$ cat config.mk
export PLATFORM = sky130hd
export DESIGN_NAME = br_lite_local_ni
export DESIGN_NICKNAME = d
export VERILOG_FILES = /design/src/rtl/br_lite_local_ni_pkg.sv /design/src/rtl/br_lite_fifo.sv /design/src/rtl/br_lite_local_ni.sv
export SDC_FILE = /design/constraint.sdc
export NUM_CORES = 1
export LEC_CHECK = 0
export ABC_AREA = 1
export ABC_CLOCK_PERIOD_IN_PS = 8650
export BUFFER_PORTS_ARGS = -buffer_cell sky130_fd_sc_hd__buf_2
export CAP_MARGIN = 30
export CELL_PAD_IN_SITES_DETAIL_PLACEMENT = 0
export CELL_PAD_IN_SITES_GLOBAL_PLACEMENT = 1
export CORE_MARGIN = 3
export CORE_UTILIZATION = 40
export CTS_CLUSTER_DIAMETER = 200
export DETAILED_ROUTE_END_ITERATION = 16
export GPL_ROUTABILITY_DRIVEN = 0
export GPL_TIMING_DRIVEN = 0
export PLACE_DENSITY_LB_ADDON = 0.1
export SETUP_SLACK_MARGIN = 0.1
export SYNTH_ARGS = -nofsm -noshare
export SYNTH_HDL_FRONTEND = slang
export SYNTH_SLANG_ARGS = --single-unit
$ cat constraint.sdc
create_clock -name clk_i -period 8.65 [get_ports clk_i]
set_input_delay 1.2975 -clock clk_i [delete_from_list [all_inputs] [get_ports clk_i]]
set_output_delay 1.2975 -clock clk_i [all_outputs]
set_load 0.02 [all_outputs]
$ cat src/rtl/br_lite_local_ni_pkg.sv
// Shared BrLite types: flit layout, service codes, ports and the local NI FSM states.
package br_lite_local_ni_pkg;

    localparam int NPORT        = 5;
    localparam int BR_ADDR_W    = 16;
    localparam int BR_ID_W      = 5;
    localparam int BR_PAYLOAD_W = 32;

    typedef enum logic [2:0] {
        BR_EAST,
        BR_WEST,
        BR_NORTH,
        BR_SOUTH,
        BR_LOCAL
    } br_port_t;

    typedef enum logic [1:0] {
        BR_SVC_ALL,
        BR_SVC_TGT,
        BR_SVC_CLEAR,
        BR_SVC_BACKTRACK
    } br_svc_t;

    typedef struct packed {
        logic [BR_ADDR_W-1:0]    source;
        logic [BR_ADDR_W-1:0]    target;
        br_svc_t                 service;
        logic [BR_ID_W-1:0]      id;
        logic [BR_PAYLOAD_W-1:0] payload;
    } br_data_t;

    typedef enum logic [1:0] {
        TX_IDLE,
        TX_REQ,
        TX_WAIT
    } br_ni_tx_state_t;

    typedef enum logic {
        RX_IDLE,
        RX_ACK
    } br_ni_rx_state_t;

    // PE requests carry only target/service/payload; the NI owns source and id.
    function automatic br_data_t br_stamp(input br_data_t d,
                                          input logic [BR_ADDR_W-1:0] src,
                                          input logic [BR_ID_W-1:0] id);
        br_data_t r;
        r        = d;
        r.source = src;
        r.id     = id;
        return r;
    endfunction

endpackage

$ cat src/rtl/br_lite_fifo.sv
// Show-ahead FIFO with registered full/empty; a push becomes visible at the head one cycle later.
module br_lite_fifo
#(
    parameter int  DEPTH = 4,
    parameter type T     = logic [7:0]
)
(
    input  logic clk_i,
    input  logic rst_ni,
    input  logic push_i,
    input  T     data_i,
    input  logic pop_i,
    output T     data_o,
    output logic full_o,
    output logic empty_o
);

    localparam int AW = $clog2(DEPTH);
    localparam int CW = AW + 1;

    T               mem [DEPTH];
    logic [AW-1:0]  wr_ptr_reg;
    logic [AW-1:0]  rd_ptr_reg;
    logic [CW-1:0]  count_reg;
    logic [CW-1:0]  count_next;
    logic           full_reg;
    logic           empty_reg;
    logic           do_push;
    logic           do_pop;

    assign do_push    = push_i && !full_reg;
    assign do_pop     = pop_i && !empty_reg;
    assign count_next = count_reg + CW'(do_push) - CW'(do_pop);

    always_ff @(posedge clk_i) begin
        if (do_push) begin
            mem[wr_ptr_reg] <= data_i;
        end
    end

    always_ff @(posedge clk_i or negedge rst_ni) begin
        if (!rst_ni) begin
            wr_ptr_reg <= '0;
            rd_ptr_reg <= '0;
            count_reg  <= '0;
            full_reg   <= 1'b0;
            empty_reg  <= 1'b1;
        end else begin
            if (do_push) wr_ptr_reg <= wr_ptr_reg + AW'(1);
            if (do_pop)  rd_ptr_reg <= rd_ptr_reg + AW'(1);
            count_reg <= count_next;
            full_reg  <= (count_next == CW'(DEPTH));
            empty_reg <= (count_next == '0);
        end
    end

    // Head reads as zero while empty so the PE never sees stale storage.
    assign data_o  = empty_reg ? T'('0) : mem[rd_ptr_reg];
    assign full_o  = full_reg;
    assign empty_o = empty_reg;

endmodule

$ cat src/rtl/br_lite_local_ni.sv
// BrLite local network interface: PE <-> router LOCAL port with four-phase handshakes.
// Optional statistics counters are enabled by defining BR_NI_STATS_EN.
module br_lite_local_ni
    import br_lite_local_ni_pkg::*;
#(
    parameter logic [15:0] ADDRESS  = 16'h0000,
    parameter int          TX_DEPTH = 4,
    parameter int          RX_DEPTH = 4
)
(
    input  logic        clk_i,
    input  logic        rst_ni,
    input  logic        pe_tx_valid_i,
    output logic        pe_tx_ready_o,
    input  br_data_t    pe_tx_data_i,
    output logic        pe_rx_valid_o,
    input  logic        pe_rx_ready_i,
    output br_data_t    pe_rx_data_o,
    input  logic        local_busy_i,
    output br_data_t    rt_flit_o,
    output logic        rt_req_o,
    input  logic        rt_ack_i,
    input  br_data_t    rt_flit_i,
    input  logic        rt_req_i,
    output logic        rt_ack_o
`ifdef BR_NI_STATS_EN
    ,
    output logic [31:0] tx_cnt_o,
    output logic [31:0] rx_cnt_o,
    output logic [31:0] clr_cnt_o
`endif
);

    br_ni_tx_state_t       tx_state_reg;
    br_ni_rx_state_t       rx_state_reg;
    logic [BR_ID_W-1:0]    id_cnt_reg;

    logic                  tx_push;
    logic                  tx_pop;
    logic                  tx_full;
    logic                  tx_empty;
    br_data_t              tx_push_data;
    br_data_t              tx_head;

    logic                  rx_take;
    logic                  rx_push;
    logic                  clr_drop;
    logic                  rx_full;
    logic                  rx_empty;

    assign tx_push      = pe_tx_valid_i && !tx_full;
    assign tx_push_data = br_stamp(pe_tx_data_i, ADDRESS, id_cnt_reg);
    assign tx_pop       = (tx_state_reg == TX_REQ) && rt_ack_i;

    assign rx_take  = (rx_state_reg == RX_IDLE) && rt_req_i && !rx_full;
    assign rx_push  = rx_take && (rt_flit_i.service != BR_SVC_CLEAR);
    assign clr_drop = rx_take && (rt_flit_i.service == BR_SVC_CLEAR);

    assign pe_tx_ready_o = !tx_full;
    assign pe_rx_valid_o = !rx_empty;

    br_lite_fifo #(.DEPTH(TX_DEPTH), .T(br_data_t)) u_tx_fifo (
        .clk_i   (clk_i),
        .rst_ni  (rst_ni),
        .push_i  (tx_push),
        .data_i  (tx_push_data),
        .pop_i   (tx_pop),
        .data_o  (tx_head),
        .full_o  (tx_full),
        .empty_o (tx_empty)
    );

    br_lite_fifo #(.DEPTH(RX_DEPTH), .T(br_data_t)) u_rx_fifo (
        .clk_i   (clk_i),
        .rst_ni  (rst_ni),
        .push_i  (rx_push),
        .data_i  (rt_flit_i),
        .pop_i   (pe_rx_ready_i),
        .data_o  (pe_rx_data_o),
        .full_o  (rx_full),
        .empty_o (rx_empty)
    );

    always_ff @(posedge clk_i or negedge rst_ni) begin
        if (!rst_ni) begin
            id_cnt_reg <= '0;
        end else if (tx_push) begin
            id_cnt_reg <= id_cnt_reg + BR_ID_W'(1);
        end
    end

    // Injection: the flit is latched on entry to TX_REQ and held until the next request.
    always_ff @(posedge clk_i or negedge rst_ni) begin
        if (!rst_ni) begin
            tx_state_reg <= TX_IDLE;
            rt_req_o     <= 1'b0;
            rt_flit_o    <= '0;
        end else begin
            case (tx_state_reg)
                TX_IDLE: begin
                    if (!tx_empty && !local_busy_i && !rt_ack_i) begin
                        tx_state_reg <= TX_REQ;
                        rt_req_o     <= 1'b1;
                        rt_flit_o    <= tx_head;
                    end
                end
                TX_REQ: begin
                    if (rt_ack_i) begin
                        tx_state_reg <= TX_WAIT;
                        rt_req_o     <= 1'b0;
                    end
                end
                TX_WAIT: begin
                    if (!rt_ack_i) begin
                        tx_state_reg <= TX_IDLE;
                    end
                end
                default: begin
                    tx_state_reg <= TX_IDLE;
                    rt_req_o     <= 1'b0;
                end
            endcase
        end
    end

    // Delivery: ack is withheld while the RX FIFO is full, stalling the router losslessly.
    always_ff @(posedge clk_i or negedge rst_ni) begin
        if (!rst_ni) begin
            rx_state_reg <= RX_IDLE;
            rt_ack_o     <= 1'b0;
        end else begin
            case (rx_state_reg)
                RX_IDLE: begin
                    if (rx_take) begin
                        rx_state_reg <= RX_ACK;
                        rt_ack_o     <= 1'b1;
                    end
                end
                RX_ACK: begin
                    if (!rt_req_i) begin
                        rx_state_reg <= RX_IDLE;
                        rt_ack_o     <= 1'b0;
                    end
                end
                default: begin
                    rx_state_reg <= RX_IDLE;
                    rt_ack_o     <= 1'b0;
                end
            endcase
        end
    end

`ifdef BR_NI_STATS_EN
    logic [2:0] stat_inc;
    assign stat_inc = {clr_drop, rx_push, tx_pop};

    generate
        for (genvar gi = 0; gi < 3; gi++) begin : g_stat
            logic [31:0] cnt_reg;
            always_ff @(posedge clk_i or negedge rst_ni) begin
                if (!rst_ni) begin
                    cnt_reg <= '0;
                end else if (stat_inc[gi] && (cnt_reg != '1)) begin
                    cnt_reg <= cnt_reg + 32'd1;
                end
            end
        end
    endgenerate

    assign tx_cnt_o  = g_stat[0].cnt_reg;
    assign rx_cnt_o  = g_stat[1].cnt_reg;
    assign clr_cnt_o = g_stat[2].cnt_reg;
`endif

endmodule

==> results of run 1 <==
[placed cells by master, fill, tap and decap left out, types with 3 or more instances in the layout]
cell type  instances
xor2_1             6
buf_1              3
buf_4             25
nand2_1          899
dfrtp_1           81
inv_1            398
edfxtp_1         504
buf_16            10
clkinv_1           4
nor2_4             8
clkinv_2           7
clkbuf_16         71
buf_6              6
a21oi_1           74
o21ai_0            5
nor2_1             9
ha_1              13
clkbuf_8          11
buf_12            10
nand3_1          185
clkbuf_1          48
diode_2            9
bufinv_16          6
conb_1            16
buf_2            309
inv_2              5
[report_power, final]
part           internal, µW  switching (µW)
combinational          1060            2460
clock                  1770            1090
sequential             3600             175
total                  6430            3730
[worst max-delay path, stage by stage (launching register included)]
cell and delay (ns):
dfstp_2 0.51, clkbuf_1 0.65, clkbuf_1 0.51, a21oi_1 0.17
buf_2 0.21
[through the flow]
step                      worst slack, ns  total power, µW  area (µm²)  hold slack (ns)
after global routing                 4.60            10800       29600            0.482
after floorplan                      3.41             6040       24500            0.444
after global placement              0.270             7340       26800            0.459
final                                4.72            10200       29600            0.468
after CTS                            4.61            10300       29600            0.476
after detailed placement             4.84             7430       27300            0.460
[cell families (layout without fill, tap and decap cells)]
| logic type | count (synthesis) | in the layout |
|---|---|---|
| flip-flops | 587 | 587 |
| buffers and inverters | 520 | 917 |
| other | 1 | 25 |
| adder cells (fa/ha/maj) | 15 | 15 |
| XOR/XNOR | 8 | 8 |
| AND/OR/NAND/NOR | 1109 | 1109 |
| AO/OA/AOI/OAI | 80 | 80 |
[routing by layer]
layer  GRT usage [%]  routed length, µm  share of wire [%]
met5               0                 88               0.14
met4            6.33               1370                2.2
met3            4.17               3710                6.1
met2            32.7              30700                 50
met1            23.6              25300                 41
[worst max path at each step]
| stage | end | slack (ns) | depth (start not counted) |
|---|---|---|---|
| floorplan | u_rx_fifo.mem[0][0] | 3.41 | 4 |
| global placement | u_rx_fifo.mem[1][19] | 0.27 | 5 |
| detailed placement | u_rx_fifo.mem[1][19] | 4.84 | 7 |
| CTS | pe_rx_data_o[35] | 4.61 | 4 |
| global route | pe_rx_data_o[35] | 4.60 | 4 |
| finish | pe_rx_data_o[35] | 4.72 | 4 |
[cell type report]
type / count / area share, %
clock buffer: 99 / 6.73
antenna: 9 / 0.0761
multi-input combinational: 1228 / 17.6
timing repair buffer: 277 / 5.96
tap: 782 / 3.31
buffer: 117 / 2.16
inverter: 403 / 5.11
sequential: 587 / 58.2
clock inverter: 21 / 0.888
==> metrics.csv, run 1 <==
stage;metric;value;unit
power_and_ir_drop;pwr/cell area;343;nW/µm²
yosys;Most used DFF post-synth;edfxtp_1;
sta;RSZ-0062 raised after global routing;no;
sta;worst slew pin tran;0.911;ns
placed_design;Port Buf Inserts;257;
yosys;cell count after synthesis;2320;
finish;Layout area overhead;21.0;%
route;DRT antenna net count;0;
finish;fraction of layout cells with a size suffix above 1;17.5;%
die;chip height;253;µm
cts;Longest Clk Path Bufs;3;
die;Boundary Pins;295;
grt;vias in the first global route;15700;
worst_setup_path;CP required;7.35;ns
cts;clock latency on the worst-skew pair;0.59;ns
worst_setup_path;worst r2r dst;u_rx_fifo.full_o;
finish;nets@finish;2844;
worst_setup_path;Crit Path Class;flip-flop to primary output;
yosys;Synth Area in XOR/XNOR;0.286;%
cts;root buf cell;clkbuf_16;
cts;CTS Buf Count;66;
sta;clk_skew;0.0166;ns
yosys;ys async rst share;14.1;%
cts;cts repair resizes;0;
cts;Hold Buf Count CTS;0;
run;Max Cap Violations;0;
die;Die Span X;253;µm
yosys;Avg Inst Size Synth;10.5;µm²
grt;GRT Total Usage;18.9;%
yosys;Yosys top cell area share;61.9;%
sta;total negative setup slack;0;ns
sta;min Tclk post-route;3.93;ns
min_path;worst hold start;rt_flit_o[47];
finish;Largest register FFs;284;
sta;max-slew violations;0;
cts;htree depth;3;
yosys;Post-synth top cells;nand2_1, edfxtp_1, inv_1;
yosys;Syn Std Cell Area;24500;µm²
grt;largest net degree at the start of global routing;51;
sta;Slew headroom;39.1;%
placed_design;Detailed Place HPWL;40.5;mm
power_and_ir_drop;Leakage;0.0136;µW
die;Die ar.;64200;µm²
cts;CTS clk-pin slew, worst paths;0.06;ns
placed_design;dpl cells;3394;
worst_setup_path;endpoint class of the critical path;primary output;
route;Remaining DRCs;0;
finish;Multi-input gate area;5210;µm²
run_status;status;completed;
yosys;Synth Area in Simple Gates;18.1;%
yosys;compound-cell area share of the yosys netlist;1.65;%
min_path;Hold Path Stages;2;
cts;CTS tree;yes;
cts;# Post-CTS Setup Buffers;0;
die;core area;60500;µm²
finish;Largest Register;u_rx_fifo.mem;
worst_setup_path;R2R depth;8;
finish;Final Non-Filler Cells;3523;
yosys;ranking of synthesized cells by area;edfxtp_1, nand2_1, dfrtp_1;
route;average wire per standard cell;17.4;µm
route;initial DRC count;800;
yosys;Yosys top cell by area;edfxtp_1;
finish;Fill cells;5495;
grt;first-pass GRT wire length;91.1;mm
finish;sequential cell area;17200;µm²
yosys;Netlist cell types;26;
min_path;hold path endpoint;rt_flit_o[47];
sta;Final Hold Vio Count;0;
route;drt total wl;61.1;mm
finish;Regs by FF count;u_rx_fifo.mem (284), u_tx_fifo.mem (220), rt_flit_o (55);
cts;CTS sink count;587;
power_and_ir_drop;Peak VDD IR;0.152;mV
worst_setup_path;type of origin of the critical path;flip-flop;
grt;initial antenna violation count;17;
yosys;post-synthesis mux area share;0;%
yosys;count leader, synth;nand2_1;
worst_setup_path;crit-path max FO;10;
finish;final core occ;48.9;%
worst_setup_path;R2R Path Start;u_rx_fifo.empty_o;
route;detailed-router iteration count before antenna repair;5;
worst_setup_path;WP data arrival;2.63;ns
min_path;Hold Crit Class;flip-flop to flip-flop;
die;# rows;90;
sta;Final Cycle Share;45.4;%
yosys;Post-synth EDFFs;504;
yosys;fraction of the yosys area taken by sequential cells;70.4;%
sta;Max Clk Rate;255;MHz
die;Initial Utilization;40.5;%
worst_setup_path;Critical path origin;u_rx_fifo.empty_o;
route;Vias;16100;
yosys;largest family of logic cells by synthesized area;simple AND/OR/NAND/NOR gates;
yosys;Yosys reg bits;587;
route;via-per-instance ratio;4.56;
worst_setup_path;r2r setup slk;5.66;ns
sta;setup violators final;0;
yosys;post-synthesis adder-cell area fraction;0.829;%
yosys;Yosys warnings;0;
grt;Overflow after GRT;0;
Power figures use the tool's default switching activity.
==> run 2: changes to the inputs <==
--- a/config.mk
+++ b/config.mk
@@ -5,8 +5,8 @@
 export SDC_FILE = /design/constraint.sdc
 export NUM_CORES = 1
 export LEC_CHECK = 0
-export ABC_AREA = 1
-export ABC_CLOCK_PERIOD_IN_PS = 8650
+export ABC_AREA = 0
+export ABC_CLOCK_PERIOD_IN_PS = 4000
 export BUFFER_PORTS_ARGS = -buffer_cell sky130_fd_sc_hd__buf_2
 export CAP_MARGIN = 30
 export CELL_PAD_IN_SITES_DETAIL_PLACEMENT = 0
==> constraint.sdc (replaced) <==
create_clock -name clk_i -period 4 [get_ports clk_i]
set_input_delay 0.6 -clock clk_i [delete_from_list [all_inputs] [get_ports clk_i]]
set_output_delay 0.6 -clock clk_i [all_outputs]
set_load 0.02 [all_outputs]
==> run 2 against run 1 <==
Clock-buffer cell count down 7. Global-route usage down 3.4 points. Sequential power up 120%. Critical path depth up 1. Area after synthesis down 9.7%. Routed wire length down 27%. First-iteration DRC count down 33%. Setup slack worse by 3.8 ns. Worst hold slack worse by 0.24 ns. Final area down 9.6%.
==> metrics.csv, run 2 <==
stage;metric;value;unit
run_status;status;completed;
grt;vias in the first global route;11000;
worst_setup_path;type of origin of the critical path;flip-flop;
worst_setup_path;crit-path max FO;10;
cts;CTS tree;yes;
worst_setup_path;Crit Path Class;flip-flop to primary output;
sta;Final Cycle Share;77.2;%
sta;setup violators final;0;
cts;CTS sink count;587;
sta;final hold slack;0.233;ns
yosys;fraction of the yosys area taken by sequential cells;78.0;%
route;drt total wl;44.7;mm
yosys;Post-synth EDFFs;504;
yosys;count leader, synth;edfxtp_1;
yosys;Most used DFF post-synth;edfxtp_1;
finish;commonest non-fill, non-tap cell in the layout;edfxtp_1;
finish;Layout area overhead;21.2;%
grt;GRT Total Usage;15.5;%
cts;clock latency on the worst-skew pair;0.58;ns
die;Die ar.;58100;µm²
worst_setup_path;endpoint class of the critical path;primary output;
cts;CTS Buf Count;66;
cts;Longest Clk Path Bufs;3;
finish;nets@finish;1496;
die;Initial Utilization;40.7;%
finish;Multi-input gate area;4550;µm²
sta;clk_skew;0.0194;ns
yosys;ys async rst share;14.1;%
sta;Final Hold Vio Count;0;
sta;worst slew pin tran;0.776;ns
sta;min Tclk post-route;3.09;ns
yosys;Yosys reg bits;587;
power_and_ir_drop;pwr/cell area;755;nW/µm²
yosys;Syn Std Cell Area;22100;µm²
yosys;Avg Inst Size Synth;22.5;µm²
cts;cts repair resizes;0;
route;average wire per standard cell;21.5;µm
grt;initial antenna violation count;9;
finish;most frequent cells in the layout;edfxtp_1, buf_2, mux4_2;
die;# rows;85;
finish;Largest Register;u_rx_fifo.mem;
sta;Slew headroom;48.1;%
finish;fraction of layout cells with a size suffix above 1;42.6;%
worst_setup_path;WP data arrival;2.49;ns
cts;htree depth;3;
route;Remaining DRCs;0;
cts;CTS clk-pin slew, worst paths;0.06;ns
cts;Hold Buf Count CTS;1;
route;via-per-instance ratio;4.93;
sta;RSZ-0062 raised after global routing;no;
yosys;cell count after synthesis;982;
route;DRT antenna net count;0;
yosys;Yosys warnings;0;
cts;# Post-CTS Setup Buffers;0;
placed_design;Detailed Place HPWL;28.2;mm
placed_design;Port Buf Inserts;257;
finish;Largest register FFs;284;
grt;Overflow after GRT;0;
route;initial DRC count;534;
power_and_ir_drop;Peak VDD IR;0.467;mV
power_and_ir_drop;Leakage;0.00956;µW
yosys;Post-synth top cells;edfxtp_1, mux4_2, dfrtp_1;
yosys;Yosys top cell by area;edfxtp_1;
yosys;Yosys top cell area share;68.5;%
route;detailed-router iteration count before antenna repair;5;
worst_setup_path;CP required;3.40;ns
finish;final core occ;49.3;%
route;Vias;10300;
finish;sequential cell area;17200;µm²
finish;Regs by FF count;u_rx_fifo.mem (284), u_tx_fifo.mem (220), rt_flit_o (55);
sta;Max Clk Rate;324;MHz
finish;Fill cells;4542;
min_path;Hold Crit Class;input pin to flip-flop;
yosys;ranking of synthesized cells by area;edfxtp_1, mux4_2, dfrtp_1;
die;Boundary Pins;295;
yosys;Netlist cell types;28;
cts;root buf cell;clkbuf_16;
run;Max Cap Violations;0;
die;Die Span X;241;µm
sta;max-slew violations;0;
die;core area;54200;µm²
grt;largest net degree at the start of global routing;56;
grt;first-pass GRT wire length;67.0;mm
die;chip height;241;µm
[run 2: layout make-up]
type                       instances  share of cell area (%)
buffer                            58                    1.25
inverter                          15                   0.210
tap                              696                    3.25
clock buffer                      92                    7.05
multi-input combinational        337                    17.0
antenna                            5                  0.0468
sequential                       587                    64.3
clock inverter                    26                    1.12
timing repair buffer             267                    5.75
[run 2: per-layer routing]
| metal | vias to the layer above | track usage [%] | wire, µm |
|---|---|---|---|
| met1 | 5316 | 19.1 | 17900 |
| met3 | 73 | 5.22 | 3070 |
| met4 | 8 | 4.02 | 787 |
| met2 | 236 | 26.6 | 22900 |
| met5 | - | 0 | 52 |
| li1 | 4639 | - | - |
[run 2: final timing paths]
check / from / endpoint / slack (ns) / cells past startpoint
worst max-delay path: u_rx_fifo.rd_ptr_reg[1] / pe_rx_data_o[31] / 0.91 / 5
worst min-delay path: rt_flit_i[36] / u_rx_fifo.mem[2][36] / 0.23 / 1
worst max register to register: u_rx_fifo.full_o / u_rx_fifo.mem[1][67] / 1.53 / 3
worst min register to register: rt_req_o / rt_req_o / 0.50 / 2
max in group asynchronous: rst_ni / u_tx_fifo.empty_o / 2.75 / 3
min in group asynchronous: rst_ni / rt_flit_o[4] / 0.52 / 2
[run 2: worst max-delay path: stages (launching register included)]
cell      delay [ns]
dfrtp_1         0.31
buf_2           0.26
clkbuf_1        0.60
mux4_2          0.42
and2_1          0.17
buf_2           0.15
[run 2: power breakdown]
group | switching, µW | internal [µW]
Sequential | 368 | 7840
Clock | 2270 | 3740
Combinational | 3340 | 2660
[run 2: metrics by stage]
step / total power [µW] / setup TNS (ns) / instance area, µm² / worst slack (ns) / cells
floorplan: 12400 / 0 / 22100 / 0.656 / 997
global placement: 14400 / -434.32 / 24300 / -1.18 / 1950
detailed placement: 14500 / 0 / 24600 / 1.05 / 1959
CTS: 20600 / 0 / 26800 / 0.798 / 2078
global route: 21300 / 0 / 26800 / 0.728 / 2079
finish: 20200 / 0 / 26800 / 0.913 / 2083
[run 2: logic make-up after synthesis]
family                   count (synthesis)  synth area share (%)
XOR/XNOR                                15                 0.595
AO/OA/AOI/OAI                            5                 0.125
flip-flops                             587                  78.0
buffers and inverters                   73                  1.77
other                                    1                0.0170
adder cells (fa/ha/maj)                 15                 0.918
AND/OR/NAND/NOR                        103                  2.86
multiplexers                           183                  15.8
